File: src/rtl/memory_access_pkg.sv
// Shared encodings for the memory-access stage: opcodes, funct3 sizes, FSM states.
// No logic here; constants and types only.
// Imported by memory_access and mem_lane_align.
package memory_access_pkg;

   localparam int OPCODE_WIDTH = 7;

   // Opcodes seen by this stage
   localparam logic [OPCODE_WIDTH-1:0] LOAD_WORD  = 7'b0000011;
   localparam logic [OPCODE_WIDTH-1:0] STORE_WORD = 7'b0100011;
   localparam logic [OPCODE_WIDTH-1:0] ITYPE      = 7'b0010011;

   // funct3 access size / sign encodings
   localparam logic [2:0] F3_LB  = 3'b000;
   localparam logic [2:0] F3_LH  = 3'b001;
   localparam logic [2:0] F3_LW  = 3'b010;
   localparam logic [2:0] F3_LBU = 3'b100;
   localparam logic [2:0] F3_LHU = 3'b101;
   localparam logic [2:0] F3_SB  = 3'b000;
   localparam logic [2:0] F3_SH  = 3'b001;
   localparam logic [2:0] F3_SW  = 3'b010;

   // Bus transaction states
   typedef enum logic [1:0] {
      MEM_IDLE = 2'd0,
      MEM_BUSY = 2'd1,
      MEM_HOLD = 2'd2
   } mem_state_t;

   // Decoded access width
   typedef enum logic [1:0] {
      SZ_BYTE = 2'd0,
      SZ_HALF = 2'd1,
      SZ_WORD = 2'd2
   } access_size_t;

endpackage

File: src/rtl/mem_lane_align.sv
// Byte-lane steering for stores and lane select + extension for loads; flags misalignment.
// Latency: purely combinational.
// Backpressure: none; the caller decides when outputs are used.
module mem_lane_align
   import memory_access_pkg::*;
(
   input  logic [2:0]  funct3,
   input  logic [1:0]  addr_lo,
   input  logic        wr,
   input  logic [31:0] rs2,
   input  logic [31:0] rdata,
   output logic [3:0]  byte_en,
   output logic [31:0] wdata,
   output logic [31:0] load_ext,
   output logic        misaligned
);

   access_size_t size;
   logic         sign;
   logic [7:0]   lane_b;
   logic [15:0]  lane_h;

   // Decode size and signedness; unsigned variants exist only for loads, anything unknown is a word
   always_comb begin
      size = SZ_WORD;
      sign = 1'b0;
      case (funct3)
         F3_LB:  begin size = SZ_BYTE; sign = 1'b1; end
         F3_LH:  begin size = SZ_HALF; sign = 1'b1; end
         F3_LBU: if (!wr) size = SZ_BYTE;
         F3_LHU: if (!wr) size = SZ_HALF;
         default: size = SZ_WORD;
      endcase
   end

   // Lane select from the returned word
   always_comb begin
      lane_b = rdata[7:0];
      case (addr_lo)
         2'd0: lane_b = rdata[7:0];
         2'd1: lane_b = rdata[15:8];
         2'd2: lane_b = rdata[23:16];
         2'd3: lane_b = rdata[31:24];
         default: lane_b = rdata[7:0];
      endcase
      lane_h = addr_lo[1] ? rdata[31:16] : rdata[15:0];
   end

   // Store lane steering, load extension and alignment check
   always_comb begin
      byte_en    = 4'b1111;
      wdata      = rs2;
      load_ext   = rdata;
      misaligned = 1'b0;
      case (size)
         SZ_BYTE: begin
            if (wr) begin
               byte_en = 4'b0001 << addr_lo;
               wdata   = {4{rs2[7:0]}};
            end
            load_ext = sign ? {{24{lane_b[7]}}, lane_b} : {24'd0, lane_b};
         end
         SZ_HALF: begin
            if (wr) begin
               byte_en = 4'b0011 << {addr_lo[1], 1'b0};
               wdata   = {2{rs2[15:0]}};
            end
            load_ext   = sign ? {{16{lane_h[15]}}, lane_h} : {16'd0, lane_h};
            misaligned = addr_lo[0];
         end
         default: begin
            misaligned = (addr_lo != 2'b00);
         end
      endcase
   end

endmodule

File: src/rtl/memory_access.sv
// Memory pipeline stage: issues loads/stores on a single-outstanding req/ack bus, passes other ops through.
// Latency: non-memory ops 1 cycle; memory ops 1 cycle after ack (or 1 cycle after writeback stall clears).
// Backpressure: mem_o_stall holds execute while a transaction is open; mem_i_stall freezes the result.
module memory_access
   import memory_access_pkg::*;
#(
   parameter int DWIDTH      = 32,
   parameter int AWIDTH      = 5,
   parameter int FUNCT_WIDTH = 3,
   parameter int TIMEOUT     = 16
)(
   input  logic                    mem_clk,
   input  logic                    mem_rst,
   input  logic                    mem_i_ce,
   input  logic [OPCODE_WIDTH-1:0] mem_i_opcode,
   input  logic [FUNCT_WIDTH-1:0]  mem_i_funct3,
   input  logic [DWIDTH-1:0]       mem_i_alu_value,
   input  logic [DWIDTH-1:0]       mem_i_data_rs2,
   input  logic [AWIDTH-1:0]       mem_i_addr_rd,
   input  logic                    mem_i_wb_en,
   input  logic                    mem_i_flush,
   input  logic                    mem_i_stall,
   output logic                    mem_o_stall,
   output logic                    mem_o_req,
   output logic                    mem_o_wr,
   output logic [DWIDTH-1:0]       mem_o_addr,
   output logic [DWIDTH-1:0]       mem_o_wdata,
   output logic [3:0]              mem_o_byte_en,
   input  logic                    mem_i_ack,
   input  logic [DWIDTH-1:0]       mem_i_rdata,
   output logic                    mem_o_ce,
   output logic [AWIDTH-1:0]       mem_o_addr_rd,
   output logic [DWIDTH-1:0]       mem_o_data_rd,
   output logic                    mem_o_we_rd,
   output logic                    mem_o_misaligned,
   output logic                    mem_o_bus_err
);

   localparam logic [7:0] TMO_LAST = 8'(TIMEOUT - 1);

   mem_state_t             state;
   logic [7:0]             tmo_cnt;
   logic                   is_load;
   logic [FUNCT_WIDTH-1:0] funct3_q;
   logic [1:0]             addr_lo_q;
   logic [AWIDTH-1:0]      rd_q;
   logic [DWIDTH-1:0]      hold_data;

   logic                   capture;
   logic                   is_store_in;
   logic                   is_mem_in;
   logic [FUNCT_WIDTH-1:0] al_funct3;
   logic [1:0]             al_addr_lo;
   logic                   al_wr;
   logic [3:0]             al_byte_en;
   logic [DWIDTH-1:0]      al_wdata;
   logic [DWIDTH-1:0]      al_load_ext;
   logic                   al_misaligned;

   assign mem_o_stall = (state != MEM_IDLE);
   assign is_store_in = (mem_i_opcode == STORE_WORD);
   assign is_mem_in   = (mem_i_opcode == LOAD_WORD) || is_store_in;
   assign capture     = (state == MEM_IDLE) && mem_i_ce && !mem_i_flush && !mem_i_stall;

   // Aligner sees the incoming op while idle and the latched op while a transaction is open
   always_comb begin
      al_funct3  = mem_i_funct3;
      al_addr_lo = mem_i_alu_value[1:0];
      al_wr      = is_store_in;
      if (state != MEM_IDLE) begin
         al_funct3  = funct3_q;
         al_addr_lo = addr_lo_q;
         al_wr      = !is_load;
      end
   end

   mem_lane_align u_align (
      .funct3     (al_funct3),
      .addr_lo    (al_addr_lo),
      .wr         (al_wr),
      .rs2        (mem_i_data_rs2),
      .rdata      (mem_i_rdata),
      .byte_en    (al_byte_en),
      .wdata      (al_wdata),
      .load_ext   (al_load_ext),
      .misaligned (al_misaligned)
   );

   // Transaction FSM with all outputs registered
   always_ff @(posedge mem_clk) begin
      if (mem_rst) begin
         state            <= MEM_IDLE;
         tmo_cnt          <= 8'd0;
         is_load          <= 1'b0;
         funct3_q         <= '0;
         addr_lo_q        <= 2'b00;
         rd_q             <= '0;
         hold_data        <= '0;
         mem_o_req        <= 1'b0;
         mem_o_wr         <= 1'b0;
         mem_o_addr       <= '0;
         mem_o_wdata      <= '0;
         mem_o_byte_en    <= 4'b0000;
         mem_o_ce         <= 1'b0;
         mem_o_addr_rd    <= '0;
         mem_o_data_rd    <= '0;
         mem_o_we_rd      <= 1'b0;
         mem_o_misaligned <= 1'b0;
         mem_o_bus_err    <= 1'b0;
      end else begin
         mem_o_misaligned <= 1'b0;
         mem_o_bus_err    <= 1'b0;
         case (state)
            MEM_IDLE: begin
               if (capture) begin
                  if (!is_mem_in) begin
                     mem_o_ce      <= 1'b1;
                     mem_o_addr_rd <= mem_i_addr_rd;
                     mem_o_data_rd <= mem_i_alu_value;
                     mem_o_we_rd   <= mem_i_wb_en;
                  end else if (al_misaligned) begin
                     mem_o_misaligned <= 1'b1;
                     mem_o_ce         <= 1'b0;
                  end else begin
                     state         <= MEM_BUSY;
                     tmo_cnt       <= 8'd0;
                     is_load       <= !is_store_in;
                     funct3_q      <= mem_i_funct3;
                     addr_lo_q     <= mem_i_alu_value[1:0];
                     rd_q          <= mem_i_addr_rd;
                     mem_o_req     <= 1'b1;
                     mem_o_wr      <= is_store_in;
                     mem_o_addr    <= {mem_i_alu_value[DWIDTH-1:2], 2'b00};
                     mem_o_wdata   <= al_wdata;
                     mem_o_byte_en <= al_byte_en;
                     mem_o_ce      <= 1'b0;
                  end
               end else if (!mem_i_stall) begin
                  mem_o_ce <= 1'b0;
               end
            end
            MEM_BUSY: begin
               if (mem_i_ack && mem_o_req) begin
                  mem_o_req <= 1'b0;
                  tmo_cnt   <= 8'd0;
                  if (mem_i_stall) begin
                     state     <= MEM_HOLD;
                     hold_data <= al_load_ext;
                  end else begin
                     state         <= MEM_IDLE;
                     mem_o_ce      <= 1'b1;
                     mem_o_addr_rd <= rd_q;
                     mem_o_we_rd   <= is_load;
                     if (is_load) mem_o_data_rd <= al_load_ext;
                  end
               end else if (tmo_cnt == TMO_LAST) begin
                  state         <= MEM_IDLE;
                  tmo_cnt       <= 8'd0;
                  mem_o_req     <= 1'b0;
                  mem_o_bus_err <= 1'b1;
                  mem_o_ce      <= 1'b0;
                  mem_o_we_rd   <= 1'b0;
               end else begin
                  tmo_cnt <= tmo_cnt + 8'd1;
               end
            end
            MEM_HOLD: begin
               if (!mem_i_stall) begin
                  state         <= MEM_IDLE;
                  mem_o_ce      <= 1'b1;
                  mem_o_addr_rd <= rd_q;
                  mem_o_we_rd   <= is_load;
                  if (is_load) mem_o_data_rd <= hold_data;
               end
            end
            default: state <= MEM_IDLE;
         endcase
      end
   end

endmodule

File: config.mk
export PLATFORM = sky130hd
export DESIGN_NAME = memory_access
export DESIGN_NICKNAME = d
export VERILOG_FILES = /design/src/rtl/memory_access_pkg.sv /design/src/rtl/mem_lane_align.sv /design/src/rtl/memory_access.sv
export SDC_FILE = /design/constraint.sdc
export NUM_CORES = 1
export LEC_CHECK = 0
export BUFFER_PORTS_ARGS = -buffer_cell sky130_fd_sc_hd__buf_2
export CAP_MARGIN = 20
export CORE_MARGIN = 3
export CORE_UTILIZATION = 47
export DETAILED_ROUTE_END_ITERATION = 10
export GPL_ROUTABILITY_DRIVEN = 1
export PLACE_DENSITY_LB_ADDON = 0.2
export SETUP_SLACK_MARGIN = 0.15
export SLEW_MARGIN = 20
export SYNTH_ARGS = -nofsm -noshare
export SYNTH_HDL_FRONTEND = slang
export SYNTH_SLANG_ARGS = --single-unit
File: constraint.sdc
create_clock -name mem_clk -period 2.6 [get_ports mem_clk]
set_input_delay 0.52 -clock mem_clk [delete_from_list [all_inputs] [get_ports mem_clk]]
set_output_delay 0.52 -clock mem_clk [all_outputs]
set_load 0.01 [all_outputs]
==> Implementation_results.wiki <==
{| class="wikitable"
! Metric !! Value
|-
| Status || completed
|-
| Area added between synthesis and finish || 36.82%
|-
| Clock insertion delay at the later pin of the skew report || around 430 ps
|-
| # H-tree levels || 4
|-
| Post-CTS clock slew at the launch and capture registers of the worst setup and hold paths || 70 ps
|-
| Seq/Total Area, Yosys || 0.4114
|-
| Post-synthesis simple-gate area fraction || 0.2192
|-
| Number of buffers created by CTS || 17
|-
| Vertical extent of the die || 135.5 um
|-
| Gate count after technology mapping || 968
|-
| All-layer global routing usage || 0.2877
|-
| CTS root buffer || sky130_fd_sc_hd__clkbuf_16
|-
| Count of inserted antenna diode cells || 0
|-
| Number of buffer cells added on primary ports || 227
|-
| Synthesized-area fraction occupied by ao, oa, aoi and oai cells || 0.2357
|-
| Proportion of synthesized flip-flops having asynchronous set or reset || 0
|-
| Register bit total from synthesis || about 160
|-
| Launching element of the worst setup path || state[0]
|-
| Synth Area in Adders || 0.007935
|-
| Longest Clk Path Bufs || 2
|-
| Worst Setup End Kind || register
|-
| Detail-routed net length per standard cell || 19.07 um
|-
| Routed vias/inst || slightly below 6
|-
| Post-DP HPWL || 18.72 mm
|-
| Arrival time at the worst endpoint || 2840 ps
|-
| Multiplexer area fraction after synthesis || 0.07062
|-
| Clock tree from TritonCTS || yes
|-
| RD Place Congestion || 0.9249
|-
| X dimension of the die || approximately 140 um
|-
| Ratio of total power to cell area || 514.9 mW/mm2
|-
| FMAX || 0.4026 GHz
|-
| Effective utilization at floorplan || 0.4875
|-
| Vias in the first global route || 7897
|-
| Top fanout value on the critical path || 7
|-
| Antenna violation net count after detailed routing || 0
|-
| Global-route wire length before repair || roughly 42 mm
|-
| Detailed-route via count || 8507
|-
| Min Tclk post-route || 2484 ps
|-
| Post-synthesis share of cell area spent on xor and xnor gates || 0
|-
| Share of cells above drive strength 1 || 0.3496
|-
| Placement Rows || 46
|-
| Data required time at the worst endpoint || ~3000 ps
|-
| Setup violations, final || 0
|-
| Number of enable-type register cells in the synthesized netlist || 0
|-
| Final Net Count || 1343
|-
| R2R Path Start || state[0]
|-
| Ranking of synthesized cells by instance count || sky130_fd_sc_hd__dfxtp_1 (162), sky130_fd_sc_hd__nand2_1 (162), sky130_fd_sc_hd__a21oi_1 (89)
|-
| Max_cap viols || 0
|-
| Most area-hungry cell type in the Yosys netlist || sky130_fd_sc_hd__dfxtp_1
|-
| Register-to-register setup slack || 120 ps
|-
| Count of boundary I/O pins || 230
|-
| Instance area after placement || 0.009524 mm2
|-
| Number of antenna violations at the first check in global routing || 3
|-
| RSZ-0062 raised after global routing || yes
|-
| Yosys warning count || 0
|-
| CTS Hold Buffers Added || 0
|-
| Count of routing violations after the opening detailed-route iteration || just under 800
|-
| Total number of clock tree sinks || 162
|-
| Number of distinct library cells after synthesis || 59
|-
| Peak supply drop || roughly 0.45 mV
|-
| Die Area || 0.01836 mm2
|-
| Post-route cell area || 0.01079 mm2
|-
| Remaining DRCs || 0
|-
| Avg Synthesized Cell Area || 8.144 um2
|-
| Ranking of synthesized cells by area || sky130_fd_sc_hd__dfxtp_1 (41%), sky130_fd_sc_hd__nand2_1 (7.7%), sky130_fd_sc_hd__a21oi_1 (5.6%)
|-
| Element type at the critical path start || register
|-
| Pin count of the biggest net entering global routing || 50
|-
| Worst hold-check path type || in2reg
|-
| Remaining max-slew budget at the tightest pin || 0.5877
|-
| Post-route clock period utilization || 0.9552
|-
| Critical path type || reg2reg
|-
| Proportion of netlist area held by the largest area contributor || 0.4114
|-
| Slew at the pin closest to its max-slew limit || 618.4 ps
|-
| Post-Route Hold Slack || 345.0 ps
|-
| Startpoint of the lowest-slack hold path || mem_i_alu_value[11]
|-
| TritonRoute pass-1 iters || 5
|-
| Detailed Route WL || 27.63 mm
|-
| Area of the core || around 0.016 mm2
|-
| Remaining Overflow, GRT || 0
|-
| Flip-flop cell with the highest count after synthesis || sky130_fd_sc_hd__dfxtp_1
|-
| Total standard cell area after synthesis || just under 0.008 mm2
|-
| Combinational family with the most area after synthesis || compound AO/OA/AOI/OAI gates
|-
| Hold violation total from the final report || 0
|-
| Leak pwr || between 4 and 5 nW
|-
| Final standard cell utilization of the core || 0.6670
|-
| Final clock skew || 8.263 ps
|-
| Count of final max-slew check failures || 0
|}
-- per-layer routing --
metal,track usage,vias to the layer above,wire [um]
met5,0,-,28
met4,0.08343,6,585
met3,0.06204,50,2249
met2,0.4629,406,13010
met1,0.3907,4020,11750
li1,-,4025,-
-- worst max-delay path, stage by stage (launching register included) --
cell and delay [ps]:
sky130_fd_sc_hd__dfxtp_2 320, sky130_fd_sc_hd__inv_2 70, sky130_fd_sc_hd__ha_4 180, sky130_fd_sc_hd__buf_6 130, sky130_fd_sc_hd__nand4bb_4 130, sky130_fd_sc_hd__or4b_4 570, sky130_fd_sc_hd__buf_6 140, sky130_fd_sc_hd__nor3_4 140
sky130_fd_sc_hd__buf_6 140, sky130_fd_sc_hd__buf_6 110, sky130_fd_sc_hd__buf_8 130, sky130_fd_sc_hd__clkbuf_16 160, sky130_fd_sc_hd__nand2_1 60, sky130_fd_sc_hd__a21oi_1 130
-- final timing paths --
| check | to | cells past startpoint |
|---|---|---|
| worst max-delay path | mem_o_wdata[7] | 13 |
| worst min-delay path | mem_o_addr[11] | 3 |
| worst max register to register | mem_o_wdata[7] | 13 |
| worst min register to register | mem_o_addr[23] | 2 |
-- cells in the final DEF, fill, tap and decap left out, types with 6 or more instances in the layout --
| cell type | instances |
|---|---|
| sky130_fd_sc_hd__o211ai_1 | 6 |
| sky130_fd_sc_hd__nand3_1 | 38 |
| sky130_fd_sc_hd__nor4_1 | 15 |
| sky130_fd_sc_hd__o21ai_0 | 48 |
| sky130_fd_sc_hd__a22oi_2 | 6 |
| sky130_fd_sc_hd__and2_1 | 17 |
| sky130_fd_sc_hd__buf_4 | 63 |
| sky130_fd_sc_hd__nand2_1 | 154 |
| sky130_fd_sc_hd__buf_12 | 9 |
| sky130_fd_sc_hd__nand2_4 | 6 |
| sky130_fd_sc_hd__o41ai_1 | 14 |
| sky130_fd_sc_hd__o21ai_1 | 6 |
| sky130_fd_sc_hd__nor3_1 | 15 |
| sky130_fd_sc_hd__mux2_2 | 8 |
| sky130_fd_sc_hd__mux2i_1 | 40 |
| sky130_fd_sc_hd__o22ai_1 | 20 |
| sky130_fd_sc_hd__a211oi_1 | 16 |
| sky130_fd_sc_hd__a21oi_1 | 78 |
| sky130_fd_sc_hd__buf_2 | 226 |
| sky130_fd_sc_hd__a31oi_1 | 23 |
| sky130_fd_sc_hd__inv_1 | 10 |
| sky130_fd_sc_hd__nor2_1 | 58 |
| sky130_fd_sc_hd__dfxtp_1 | 161 |
| sky130_fd_sc_hd__nor3b_1 | 22 |
| sky130_fd_sc_hd__a221oi_2 | 8 |
| sky130_fd_sc_hd__a21oi_2 | 11 |
| sky130_fd_sc_hd__a22o_1 | 10 |
| sky130_fd_sc_hd__and3_1 | 6 |
| sky130_fd_sc_hd__clkbuf_16 | 19 |
| sky130_fd_sc_hd__buf_6 | 9 |
| sky130_fd_sc_hd__o31ai_2 | 6 |
-- registers in the layout, summed over array words and instances (netlist names), 4 cells and up --
| register | flops |
|---|---|
| mem_o_addr_rd | 5 |
| hold_data | 32 |
| mem_o_data_rd | 32 |
| rd_q | 5 |
| mem_o_byte_en | 4 |
| tmo_cnt | 8 |
| mem_o_wdata | 32 |
| mem_o_addr | 30 |
-- through the flow --
stage / setup slack (ps) / TNS (ps) / std cells / total power, W
floorplan: 126.7 / 0 / 969 / 0.002835
global placement: -97.25 / -439.4 / 1395 / 0.003098
detailed placement: -135.1 / -2267 / 1395 / 0.003099
CTS: 100.8 / 0 / 1440 / 0.005533
global route: 46.19 / 0 / 1449 / 0.005738
finish: 116.4 / 0 / 1449 / 0.005554
-- final cells by class --
type	instances	area, um2
timing repair buffer	315	2076
tap	216	270.3
inverter	13	48.80
clock buffer	22	474.2
fill	1327	5386
sequential	162	3244
clock inverter	10	98.84
multi-input combinational	711	4574
-- power by group --
group	switching [W]	internal (W)	total [W]	leakage (nW)
registers	0.0000143	0.00251	0.00252	1.31
clock network	0.00104	0.00140	0.00244	0.278
logic	0.000342	0.000246	0.000588	3.00
-- cells by family (layout without fill, tap and decap cells) --
logic type | after synthesis | in the layout
mux | 52 | 52
flops | 162 | 162
other cells | 1 | 2
buf+inv | 96 | 360
simple gates | 365 | 365
compound gates | 287 | 287
fa+ha+maj | 5 | 5
-- what timing repair did --
item | in CTS | in global routing
endpoints found under the setup margin | 120 | 93
pin swaps | 4 | 20
resized for setup | 24 | 65
buffers inserted | 9 | 6
cloned | 4 | 3
Note: power is estimated with default switching activity, not from simulation.
